--- src/rtl/pwm_output_guard.sv ---
// Shoot-through and external-fault guard between the PWM generator and the gate drivers.
// Trips force every output low until software clears and the bus has stayed idle long enough.
module pwm_output_guard #(
    parameter int N_PAIRS      = 6,
    parameter int FILTER_WIDTH = 8,
    parameter int CLEAR_HOLD   = 16
) (
    input  logic                    clock,
    input  logic                    reset,
    input  logic                    enable,
    input  logic [2*N_PAIRS-1:0]    pwm_in,
    input  logic                    ext_fault,
    input  logic                    clear_fault,
    input  logic [FILTER_WIDTH-1:0] st_filter,
    output logic [2*N_PAIRS-1:0]    pwm_out,
    output logic                    tripped,
    output logic [1:0]              fault_state,
    output logic [N_PAIRS:0]        fault_source
);

    localparam int IW = $clog2(CLEAR_HOLD + 1);

    typedef enum logic [1:0] {
        RUN      = 2'd0,
        TRIPPED  = 2'd1,
        CLEARING = 2'd2
    } state_t;

    state_t state, state_nx;

    logic                    ext_q1, ext_s;
    logic [FILTER_WIDTH-1:0] cnt    [N_PAIRS];
    logic [FILTER_WIDTH-1:0] cnt_nx [N_PAIRS];
    logic [N_PAIRS-1:0]      st;
    logic [FILTER_WIDTH:0]   thr;
    logic                    fault_now;
    logic [IW-1:0]           idle_cnt, idle_nx;
    logic [N_PAIRS:0]        src_nx;

    assign thr = (st_filter == '0) ? (FILTER_WIDTH+1)'(1) : {1'b0, st_filter};

    // cnt+1 is formed one bit wider so a saturated counter still compares correctly
    always_comb begin
        for (int k = 0; k < N_PAIRS; k++) begin
            logic both;
            logic [FILTER_WIDTH:0] inc;
            both = pwm_in[2*k] & pwm_in[2*k+1];
            inc  = {1'b0, cnt[k]} + (FILTER_WIDTH+1)'(1);
            st[k] = both && (inc >= thr);
            if (!both)
                cnt_nx[k] = '0;
            else if (&cnt[k])
                cnt_nx[k] = cnt[k];
            else
                cnt_nx[k] = inc[FILTER_WIDTH-1:0];
        end
    end

    assign fault_now = (|st) | ext_s;

    always_comb begin
        state_nx = state;
        idle_nx  = '0;
        src_nx   = fault_source;
        unique case (state)
            RUN: begin
                if (fault_now) begin
                    state_nx = TRIPPED;
                    src_nx   = {ext_s, st};
                end
            end
            TRIPPED: begin
                if (clear_fault && !fault_now)
                    state_nx = CLEARING;
            end
            CLEARING: begin
                if (fault_now) begin
                    state_nx = TRIPPED;
                    src_nx   = {ext_s, st};
                end else if (pwm_in == '0) begin
                    if (idle_cnt + IW'(1) >= IW'(CLEAR_HOLD)) begin
                        state_nx = RUN;
                        src_nx   = '0;
                    end else begin
                        idle_nx = idle_cnt + IW'(1);
                    end
                end
            end
            default: state_nx = CLEARING;
        endcase
    end

    always_ff @(posedge clock or negedge reset) begin
        if (!reset) begin
            ext_q1       <= 1'b0;
            ext_s        <= 1'b0;
            state        <= CLEARING;
            tripped      <= 1'b1;
            idle_cnt     <= '0;
            fault_source <= '0;
            pwm_out      <= '0;
            for (int k = 0; k < N_PAIRS; k++)
                cnt[k] <= '0;
        end else begin
            ext_q1       <= ext_fault;
            ext_s        <= ext_q1;
            state        <= state_nx;
            tripped      <= (state_nx != RUN);
            idle_cnt     <= idle_nx;
            fault_source <= src_nx;
            pwm_out      <= (state_nx == RUN && enable) ? pwm_in : '0;
            for (int k = 0; k < N_PAIRS; k++)
                cnt[k] <= cnt_nx[k];
        end
    end

    assign fault_state = state;

endmodule
--- config.mk ---
export PLATFORM = sky130hd
export DESIGN_NAME = pwm_output_guard
export DESIGN_NICKNAME = d
export VERILOG_FILES = /design/src/rtl/pwm_output_guard.sv
export SDC_FILE = /design/constraint.sdc
export NUM_CORES = 1
export LEC_CHECK = 0
export ABC_AREA = 1
export CORE_MARGIN = 2
export CORE_UTILIZATION = 50
export CTS_CLUSTER_DIAMETER = 100
export CTS_CLUSTER_SIZE = 16
export DETAILED_ROUTE_END_ITERATION = 8
export GPL_ROUTABILITY_DRIVEN = 0
export PLACE_DENSITY = 0.7
export SLEW_MARGIN = 20
export SYNTH_ARGS = -nofsm -noshare
export SYNTH_HDL_FRONTEND = slang
export SYNTH_SLANG_ARGS = --single-unit
--- constraint.sdc ---
create_clock -name clock -period 3.3 [get_ports clock]
set_clock_uncertainty 0.05 [all_clocks]
set_input_delay 0.33 -clock clock [delete_from_list [all_inputs] [get_ports clock]]
set_output_delay 0.33 -clock clock [all_outputs]
set_load 0.05 [all_outputs]
Word level (Yosys, flattened, before mapping)
Cells that the tools add are included.

cells by class
  mux-type cells = 29
  bitwise gates (word level) = 7
  add/subtract/negate cells = 7
  magnitude comparators = 7
  reduce and logical (&&, ||, !) cells = 23
  eq/ne operators = 11

operators by type and width
  operator               number
  $mux W8                13
  $add A8 B1 Y9 const B  6
  $ge A9 B8 Y1           6
  $reduce_and A8 Y1      6
  $mux W7                4
  $mux W5                4
  $ne A2 B2 Y1 const B   7
  $pmux W7 S2            1
  $logic_not A12 Y1      1
  $mux W12               1
  $mux W2                5
  $logic_and A1 B1 Y1    8
  $logic_not A8 Y1       1
  $and A1 B1 Y1          6
  $ne A3 B3 Y1 const B   2
  $pmux W2 S3            1
  $reduce_or A6 Y1       1
  $add A5 B1 Y5 const B  1
  $ge A5 B5 Y1 const B   1
  $logic_not A2 Y1       2
  $reduce_and A4 Y1      1
  $reduce_bool A2 Y1     2
  $eq A2 B1 Y1 const B   1
  $eq A2 B2 Y1 const B   1
  2 further kinds        2

storage, ports and cells
  register bits after elaboration = 77
  logic and storage cells = 97

Longest topological paths before layout
  depth after elaboration = 13
  mapped depth = 24
  mapped depth without buffers = 24

Worst setup path after synthesis
Ideal clock, no wire load.

  kind = reg-to-reg
  start = register cnt[24] (netlist name)
  end = register pwm_out[10]
  required time = 3.167 ns
  buffers on the path = 1
  arrival time = 2.596 ns
  stages on the path, launching flop included = 20
  slack = 0.572 ns
  cells stage by stage = dfrtp_1 > ha_1 > nand4_1 > nor2_1 > xnor2_1 > inv_1 > ha_1 > a21oi_1 > a21boi_1 > nand2_1 > nand2_1 > nand2_1 > nand2_1 > nand2_1 > nor2_2 > nand3_4 > nor2_8 > nand4_4 > buf_6 > nor3_2

between the ends
  cells in the longest elaborated chain, start to end = 12

RTL lines
  item                              RTL line  text
  start: declaration                32        logic [FILTER_WIDTH-1:0] cnt [N_PAIRS];
  start signal: indexed assignment  113       cnt[k] <= cnt_nx[k];
  $add A8 B1 Y9 (*)                 48        inc = {1'b0, cnt[k]} + (FILTER_WIDTH+1)'(1);
  $ge A9 B8 Y1 (*)                  49        st[k] = both && (inc >= thr);
  $logic_and A1 B1 Y1 (*)           49
  $reduce_or A6 Y1 (*)              59        assign fault_now = (|st) | ext_s;
  $or A1 B1 Y1 (*)                  59
  $logic_not A1 Y1                  73        if (clear_fault && !fault_now)
  $logic_and A1 B1 Y1               73
  $mux W2                           73
  $pmux W2 S3 (*)                   65        unique case (state)
  $logic_not A2 Y1 (*)              111       pwm_out <= (state_nx == RUN && enable) ? pwm_in : '0;
  $logic_and A1 B1 Y1 (*)           111
  $mux W12 (*)                      111
  end signal: assignment            111
  end: declaration                  15        output logic [2*N_PAIRS-1:0] pwm_out,

Mark *: on every way between the ends. The rest lies on a longest branch, timed or not.
A chain may end at the register's enable or synchronous reset.

Worst setup path after layout
  start = register cnt[32] (netlist name)
  end = register pwm_out[6]

The elaborated chain is that of the path after synthesis.

==> impl_metrics.toml <==
[outcome]
outcome = "completed"

[final_layout]
multi_input_area_um2 = 2700
seqCellArea_um2 = 1930
nFillCells = 886
antenna_cells = 0
area_growth_pct = 18.4
drive_above_1_share = 0.0939
nets = 764
fin_cells = 825

[yosys]
synth_fp_nets = 702
yosys-top-cells-count = "nand2_1, inv_1, dfrtp_1"
synth.most_common_cell = "nand2_1"
yosysWarnings = 0
synth_edf_count = 0
synth-simple-area-share = 0.288
yosysUniqueCellTypes = 38
syn_inst = 625
async_reset_ff_frac = 1.00
synth_compound_area_frac = 0.0604
yosys-top-cells-area = "dfrtp_1, ha_1, nand2_1"
synthAdderAreaFrac = 0.130
synthMuxAreaShare = 0
ys_ff_latch = 77
syn_avg_cell_area_um2 = 8.02
dominantRegCellSynth = "dfrtp_1"
synth_top_area_share = 0.375
synth-seq-area-share = 0.385
synth-xor-area-share = 0.0524
synth_top_cell_by_area = "dfrtp_1"
syn_area_um2 = 5010
synth_top_family_by_area = "simple AND/OR/NAND/NOR gates"

[clocking]
holdBufCountCts = 0
numCtsBuffers = 9
cts_num_sinks = 77
htreeDepth = 3
path_clk_slew_ns = 0.09
cts_root_buf = "clkbuf_8"
clock_path_buffers = 2
clk_latency_ns = 0.38
cts_tree = "done"

[worst_setup_path]
cp_data_required_time_ns = 3.54
worstRegToRegCells = 19
cp.buffers_inverters = 2
path_common_cell = "nand2_1"
cp.arrival_ns = 3.31
r2r-start = "cnt[32]"
critPathSlowestCell = "dfrtp_2"
reg2reg_slack_ns = 0.24
critPathKind = "flip-flop to flip-flop"
r2r-end = "pwm_out[6]"
slowest_delay_ns = 0.42
cpLargestDelayFamily = "simple AND/OR/NAND/NOR gates"
crit_path_end_kind = "flip-flop"
crit_chain = "ha_1 -> nand2_1 -> nor2_2 -> nand2_2 -> xor2_1 -> inv_1 -> ha_1 -> nand2_1 -> inv_1 -> nand3_1 -> nor3b_2 -> nand2_1 -> nand2_1 -> nand2_1 -> nor2_2 -> nand3_4 -> nor2_8 -> nand4_2 -> nor3_2"
cp_max_fo = 6
start_kind = "flip-flop"

[die]
die_w_um = 104
core_region_area_um2 = 9730
start_util = 0.515
floorplan.die_area_um2 = 10800
die_h_um = 104
ioPinCount = 47
num_rows = 36

[timing]
rsz0062_at_grt = "yes"
finalCritPeriodShare = 0.928
maxSlewHeadroom = 0.344
hold_ws_ns = 0.0638
setup_violations = 0
final_hold_viol_count = 0
fmax_mhz = 326
min_period_ns = 3.06
tightest_slew_ns = 0.984
slew_viol_final = 0

[drt]
wl_mm = 11.3
drt-initial-drc-count = 188
firstDrtPassIters = 4
wl_per_cell_um = 13.7
num_vias = 4205
antenna_left = 0
vias_per_cell = 5.10
drc_errors = 0

[pwr]
vdd_drop_max_uv = 267
p_seq_frac = 0.427
combPwrFrac = 0.238
p_int_uw = 1650
switchingPower_uw = 833
clkPwrFrac = 0.336
swShare = 0.336
p_leak_uw = 0.00329
cellPowerDensity_nw_per_um2 = 418

[job]
maxCapViolCount = 0

[grt]
grt_max_degree = 78
overflow = 0
grt_pass1_wl_mm = 19.3
grtUsageTotal = 0.218
grt_pass1_vias = 4208
antenna_found_initial = 0

[placement]
dpl.cell_count = 807
hpwl_mm = 8.53
port_buffers = 46

[worst_hold_path]
min_path_type = "input port to async pin"
[timing repair]
item / 4_1_cts / 5_1_grt
resized for setup: 0 / 8
buffers inserted: 0 / 1
endpoints found under the setup margin: 0 / 22
hold endpoints to repair: 0 / 0
[power by group through the flow]
| stage | Clock [µW] | Sequential, µW | Combinational (µW) |
|---|---|---|---|
| after CTS | 852 | 1060 | 576 |
| after global routing | 889 | 1070 | 648 |
| after detailed placement | 0 | 1080 | 574 |
| after floorplan | 0 | 1190 | 252 |
| final | 832 | 1060 | 590 |
| after global placement | 0 | 1080 | 556 |
[sequential cells by signal, summed over array words and instances (netlist names)]
name          flops
cnt              48
tripped           1
ext_q1            1
idle_cnt          5
ext_s             1
pwm_out          12
fault_state       2
fault_source      7
[worst register-to-register path, delay by kind of cell, from the launching register on]
family,cells,cell delay [ns]
buf+inv,2,0.12
flops,1,0.42
xor+xnor,1,0.17
simple gates,14,1.71
fa+ha+maj,2,0.51
[cells in the final DEF (no fill, tap or decap), types with 2 or more instances in the layout]
master and count:
a21boi_1 2, a21oi_1 14, and3_1 2, buf_4 7, bufinv_16 2, clkbuf_8 9, clkdlybuf4s50_1 45, clkinv_1 2
clkinv_4 2, dfrtp_1 73, dfrtp_2 2, dfstp_2 2, ha_1 51, inv_1 104, inv_6 3, nand2_1 160
nand2_2 4, nand3_1 40, nand3_2 4, nand3_4 2, nand3b_1 3, nand4_1 14, nor2_1 39, nor2_2 5
nor3_1 6, nor3_2 13, nor3b_2 2, nor4_1 2, o21ai_0 32, o21bai_1 2, xnor2_1 2, xor2_1 28
[layer usage]
metal | track usage | wire length (µm) | part of all wire
met4 | 0.0801 | 201 | 0.018
met5 | 0 | 0 | 0
met3 | 0.0445 | 381 | 0.034
met2 | 0.372 | 5600 | 0.50
met1 | 0.274 | 5110 | 0.45
[worst max path at each step]
stage,to,slack [ns],cells after the start,from
CTS,pwm_out[11],0.08,19,cnt[32]
global placement,pwm_out[1],0.11,17,st_filter[1]
floorplan,pwm_out[10],0.57,19,cnt[24]
finish,pwm_out[6],0.24,19,cnt[32]
detailed placement,pwm_out[11],-0.06,17,st_filter[1]
global route,pwm_out[6],-0.02,19,cnt[32]
[per-stage QoR]
step	utilization	setup TNS [ns]	instance area, µm²	setup slack (ns)	power [µW]
detailed placement	0.582	-0.0580	5660	-0.0580	1650
CTS	0.605	0	5890	0.0848	2490
global route	0.610	-0.0818	5930	-0.0175	2610
finish	0.610	0	5930	0.236	2480
global placement	0.582	0	5660	0.110	1630
floorplan	-	0	5010	0.572	1450
[area by class of cell]
type                       instances  area share
inverter                         107      0.0677
multi-input combinational        440       0.455
clock buffer                       9      0.0209
tap                              133      0.0281
timing repair buffer              52      0.0848
sequential                        77       0.326
clock inverter                     7      0.0175
[kinds of logic (layout without fill, tap and decap cells)]
kind of cell,Yosys count,in the layout
other cells,1,1
buf+inv,109,175
flops,77,77
compound gates,55,55
fa+ha+maj,52,52
xor+xnor,30,30
simple gates,301,302
No activity file was read; power rests on OpenSTA's default activity.
